==> src/rtl/mod_updown_counter_if.sv <==
// Control and status bundle for mod_updown_counter.
// The master drives the controls and the slave (the counter) returns Q/TC/Ovf.
interface mod_updown_counter_if #(
  parameter int WIDTH = 8
);
  logic             Clear;
  logic             L;
  logic [WIDTH-1:0] R;
  logic             E;
  logic             Up;
  logic [WIDTH-1:0] Q;
  logic             TC;
  logic             Ovf;

  modport master (output Clear, L, R, E, Up, input Q, TC, Ovf);
  modport slave  (input Clear, L, R, E, Up, output Q, TC, Ovf);
endinterface

==> src/rtl/mod_updown_counter.sv <==
// Up/down modulo counter with parallel load, enable prescaler and wrap/saturate mode.
// Ovf is a registered boundary pulse intended to feed E of the next stage in a chain.
module mod_updown_counter #(
  parameter int WIDTH    = 8,
  parameter int MAX      = 2**WIDTH-1,
  parameter int SATURATE = 0,
  parameter int PRESCALE = 1
) (
  input  logic               Clock,
  input  logic               Resetn,
  mod_updown_counter_if.slave bus
);
  localparam int               PS_W    = (PRESCALE > 1) ? $clog2(PRESCALE) : 1;
  localparam logic [WIDTH-1:0] MAX_V   = WIDTH'(MAX);
  localparam logic [PS_W-1:0]  PS_LAST = PS_W'(PRESCALE-1);

  logic [WIDTH-1:0] q_q, q_d;
  logic [PS_W-1:0]  ps_q, ps_d;
  logic             ovf_q, ovf_d;
  logic             at_bound;
  logic             step;

  // Boundary in the current direction; doubles as the combinational TC.
  assign at_bound = bus.Up ? (q_q == MAX_V) : (q_q == '0);

  always_comb begin
    q_d   = q_q;
    ps_d  = ps_q;
    ovf_d = 1'b0;
    step  = 1'b0;
    if (bus.Clear) begin
      q_d  = '0;
      ps_d = '0;
    end else if (bus.L) begin
      q_d  = (bus.R > MAX_V) ? MAX_V : bus.R;
      ps_d = '0;
    end else if (bus.E) begin
      if (ps_q == PS_LAST) begin
        ps_d = '0;
        step = 1'b1;
      end else begin
        ps_d = ps_q + 1'b1;
      end
    end

    if (step) begin
      ovf_d = at_bound;
      if (!at_bound) begin
        q_d = bus.Up ? (q_q + 1'b1) : (q_q - 1'b1);
      end else if (SATURATE == 0) begin
        q_d = bus.Up ? '0 : MAX_V;
      end
    end
  end

  always_ff @(posedge Clock or negedge Resetn) begin
    if (!Resetn) begin
      q_q   <= '0;
      ps_q  <= '0;
      ovf_q <= 1'b0;
    end else begin
      q_q   <= q_d;
      ps_q  <= ps_d;
      ovf_q <= ovf_d;
    end
  end

  assign bus.Q   = q_q;
  assign bus.TC  = at_bound;
  assign bus.Ovf = ovf_q;
endmodule

==> src/flat_wrapper.sv <==
// flat-port wrapper written by rule: the top's interface ports become plain ports
module mod_updown_counter_flat 
#(
  parameter int WIDTH    = 8,
  parameter int MAX      = 2**WIDTH-1,
  parameter int SATURATE = 0,
  parameter int PRESCALE = 1
)
  (Clock, Resetn, bus_Clear, bus_L, bus_R, bus_E, bus_Up, bus_Q, bus_TC, bus_Ovf);
  mod_updown_counter_if #(.WIDTH(WIDTH)) bus_i ();
  input  logic Clock;
  input  logic Resetn;
  input wire logic [$bits(bus_i.Clear)-1:0] bus_Clear;
  input wire logic [$bits(bus_i.L)-1:0] bus_L;
  input wire logic [$bits(bus_i.R)-1:0] bus_R;
  input wire logic [$bits(bus_i.E)-1:0] bus_E;
  input wire logic [$bits(bus_i.Up)-1:0] bus_Up;
  output wire logic [$bits(bus_i.Q)-1:0] bus_Q;
  output wire logic [$bits(bus_i.TC)-1:0] bus_TC;
  output wire logic [$bits(bus_i.Ovf)-1:0] bus_Ovf;
  assign bus_i.Clear = bus_Clear;
  assign bus_i.L = bus_L;
  assign bus_i.R = bus_R;
  assign bus_i.E = bus_E;
  assign bus_i.Up = bus_Up;
  assign bus_Q = bus_i.Q;
  assign bus_TC = bus_i.TC;
  assign bus_Ovf = bus_i.Ovf;
  mod_updown_counter #(.WIDTH(WIDTH), .MAX(MAX), .SATURATE(SATURATE), .PRESCALE(PRESCALE)) u_core (.Clock(Clock), .Resetn(Resetn), .bus(bus_i));
endmodule
==> config.mk <==
export PLATFORM = sky130hd
export DESIGN_NAME = mod_updown_counter_flat
export DESIGN_NICKNAME = d
export VERILOG_FILES = /design/src/rtl/mod_updown_counter_if.sv /design/src/rtl/mod_updown_counter.sv /design/src/flat_wrapper.sv
export SDC_FILE = /design/constraint.sdc
export NUM_CORES = 1
export LEC_CHECK = 0
export BUFFER_PORTS_ARGS = -buffer_cell sky130_fd_sc_hd__buf_4
export CORE_UTILIZATION = 45
export CTS_CLUSTER_DIAMETER = 100
export DETAILED_ROUTE_END_ITERATION = 6
export PLACE_DENSITY = 0.77
export SLEW_MARGIN = 30
export SYNTH_ARGS = -nofsm -noshare
export SYNTH_HDL_FRONTEND = slang
export SYNTH_SLANG_ARGS = --single-unit
==> constraint.sdc <==
create_clock -name Clock -period 4.74 [get_ports Clock]
set_input_delay 0.711 -clock Clock [delete_from_list [all_inputs] [get_ports Clock]]
set_output_delay 0.711 -clock Clock [all_outputs]
set_load 0.02 [all_outputs]
==> run_results.csv <==
group,metric,value,unit
place,port_buffers,23,
place,place_congestion,0.779,
clock_network,cts_root_buf,"clkbuf_4",
clock_network,clock_path_buffers,2,
die,core_area,1580,sq um
timing,rsz0062_at_grt,"no",
clock_network,cts_sinks,9,
pwr,power,0.274,mW
timing,finalCriticalPeriod,2.50,ns
job,cap_violations,0,
timing,worst_pin_slew,0.542,ns
layout,layout-drive-gt1-share,25.8,%
worst_hold_path,min_path_type,"primary input to async pin",
critical_path,required,4.03,ns
route,drtPass1Iterations,6,
layout,area_growth,26.4,%
die,fp-row-count,14,
global_route,antenna_found_initial,0,
route,vias_per_cell,6.02,
route,vias,819,
layout,utilization,63.8,%
global_route,grtUsageTotal,23.7,%
place,dp_hpwl,1590,um
layout,regArea,225,sq um
critical_path,start_kind,"register",
global_route,use_met2,40.3,%
timing,fin_setup_tns,0,ns
global_route,top_usage_layer,"met2",
global_route,grt_start_max_net_pins,15,
pwr,ir_drop,0.000193,V
pwr,powerDensity,272,nW/um^2
synth,synth.distinct_cells,31,
timing,skew,0.00173,ns
die,boundaryPins,24,
timing,hold_violations,0,
route,drt_iter0_drc,38,
route,drc,0,
layout,most-common-layout-cells,"buf_4, a21oi_1, nand2_1",
synth,syn_nets,116,
critical_path,critPathArrivalTime,1.79,ns
clock_network,post_cts_buffers,0,
die,die_w,44.1,um
synth,synthesis.area,796,sq um
route,ant_nets,0,
timing,min_period_over_period,52.7,%
global_route,overflow,0,
synth,ys_seq_area_share,28.3,%
timing,setup_viol,0,
global_route,grt_use_met3,5.71,%
die,die-area,1940,sq um
die,initial_core_util,50.5,%
layout,fin_nets,142,
critical_path,worstPathMaxFanout,8,
synth,ys_top_cells_by_area,"dfrtp_1, ha_1, a21oi_1",
clock_network,clkTransAtPathRegs,0.06,ns
clock_network,htreeDepth,1,
clock_network,ctsHoldBuffers,0,
timing,fmax,400,MHz
global_route,grt_pass1_wl,3450,um
global_route,grt_pass1_vias,763,
synth,ys_ff_latch,9,
synth,yosys.area.top_type,"dfrtp_1",
clock_network,cts_buffers,3,
synth,synth_top_cell_area_share,28.3,%
critical_path,critPathCaptureType,"output pin",
critical_path,crit_type,"register to output pin",
layout,insertedDiodeCount,0,
synth,syn_inst,95,
route,wl,2090,um
synth,synth.avg_cell_area,8.38,sq um
pwr,p_leak,0.478,nW
global_route,use_met1,31.8,%
layout,mostFrequentLayoutCell,"buf_4",
timing,slew_headroom,63.6,%
clock_network,clkLatencyLatePin,0.26,ns
route,wl_per_cell,15.4,um
timing,hold_slack,0.265,ns
die,fp.dieH,44.1,um
clock_network,tritoncts,"built",
timing,final-max-slew-violation-count,0,
layout,fillers,144,
layout,multi_input_area,558,sq um
clock_network,ctsResizeCount,0,
synth,synth_warnings,0,
timing,final.setup.worst_slack,2.24,ns
place,pre_cts_slack,2.30,ns
status,outcome,"completed",
[worst max-delay path: stages (launching register included)]
cell	delay, ns
dfrtp_1	0.55
nand4_1	0.13
nor2_1	0.15
nand4_1	0.34
nand2_1	0.20
buf_4	0.16
[report_power, final]
part | internal [mW] | total (mW) | switching, mW
clock | 0.0324 | 0.0586 | 0.0262
sequential | 0.0845 | 0.0991 | 0.0145
combinational | 0.0536 | 0.116 | 0.0623
total | 0.171 | 0.274 | 0.103
[area by class of cell]
cell class,count,share of cell area [%]
Multi-Input combinational cell,83,55.5
Sequential cell,9,22.4
Timing Repair Buffer,23,17.2
Clock buffer,4,2.61
Tap cell,16,1.99
Inverter,1,0.373
[Yosys cell counts, drive strengths merged]
cell type and n:
o21ai 4, o31ai 2, inv 1, nand4 2
xor2 4, nor2b 1, o21bai 2, a21oi 13
and2 1, nor3 3, a311o 1, nor4 1
a22oi 3, nand2 10, a211oi 4, dfrtp 9
clkbuf 1, a21boi 2, xnor2 4, nor2 9
a21o 2, and3 1, buf 1, ha 6
nand3 6, fa 1, nand2b 1
[through the flow]
step | instances | cell area (sq um)
after floorplan | 95 | 796
after global placement | 132 | 980
after detailed placement | 132 | 980
after CTS | 136 | 1010
after global routing | 136 | 1010
final | 136 | 1010
[metal layers]
| metal | share of wire (%) | routed length, um |
|---|---|---|
| met5 | 0 | 0 |
| met4 | 0 | 0 |
| met3 | 5.1 | 106 |
| met2 | 52 | 1080 |
| met1 | 43 | 906 |
[kinds of logic (layout without fill, tap and decap cells)]
| group | count (synthesis) | in the layout | synth area share, % |
|---|---|---|---|
| XOR/XNOR | 8 | 8 | 8.80 |
| AO/OA/AOI/OAI | 33 | 33 | 27.2 |
| flip-flops | 9 | 9 | 28.3 |
| AND/OR/NAND/NOR | 35 | 35 | 22.2 |
| buffers and inverters | 3 | 28 | 1.57 |
| adder cells (fa/ha/maj) | 7 | 7 | 11.9 |
[worst paths after layout]
| check | slack (ns) | to | depth (start not counted) | from |
|---|---|---|---|---|
| worst max-delay path | 2.24 | bus_TC | 5 | u_core.bus.Q[0]$_DFFE_PN0P_ |
| worst min-delay path | 0.26 | u_core.bus.Q[2]$_DFFE_PN0P_ | 1 | Resetn |
| worst max register to register | 2.66 | u_core.bus.Q[6]$_DFFE_PN0P_ | 6 | u_core.bus.Q[0]$_DFFE_PN0P_ |
| worst min register to register | 0.61 | u_core.bus.Q[2]$_DFFE_PN0P_ | 2 | u_core.bus.Q[2]$_DFFE_PN0P_ |
| max in group asynchronous | 4.34 | u_core.bus.Q[6]$_DFFE_PN0P_ | 1 | Resetn |
| min in group Clock | 0.61 | u_core.bus.Q[2]$_DFFE_PN0P_ | 2 | u_core.bus.Q[2]$_DFFE_PN0P_ |
[registers in the layout (all words and copies together) (netlist names)]
| signal | cells |
|---|---|
| u_core.bus.Q | 8 |
| u_core.bus.Ovf | 1 |
Note: power is estimated with default switching activity, not from simulation.
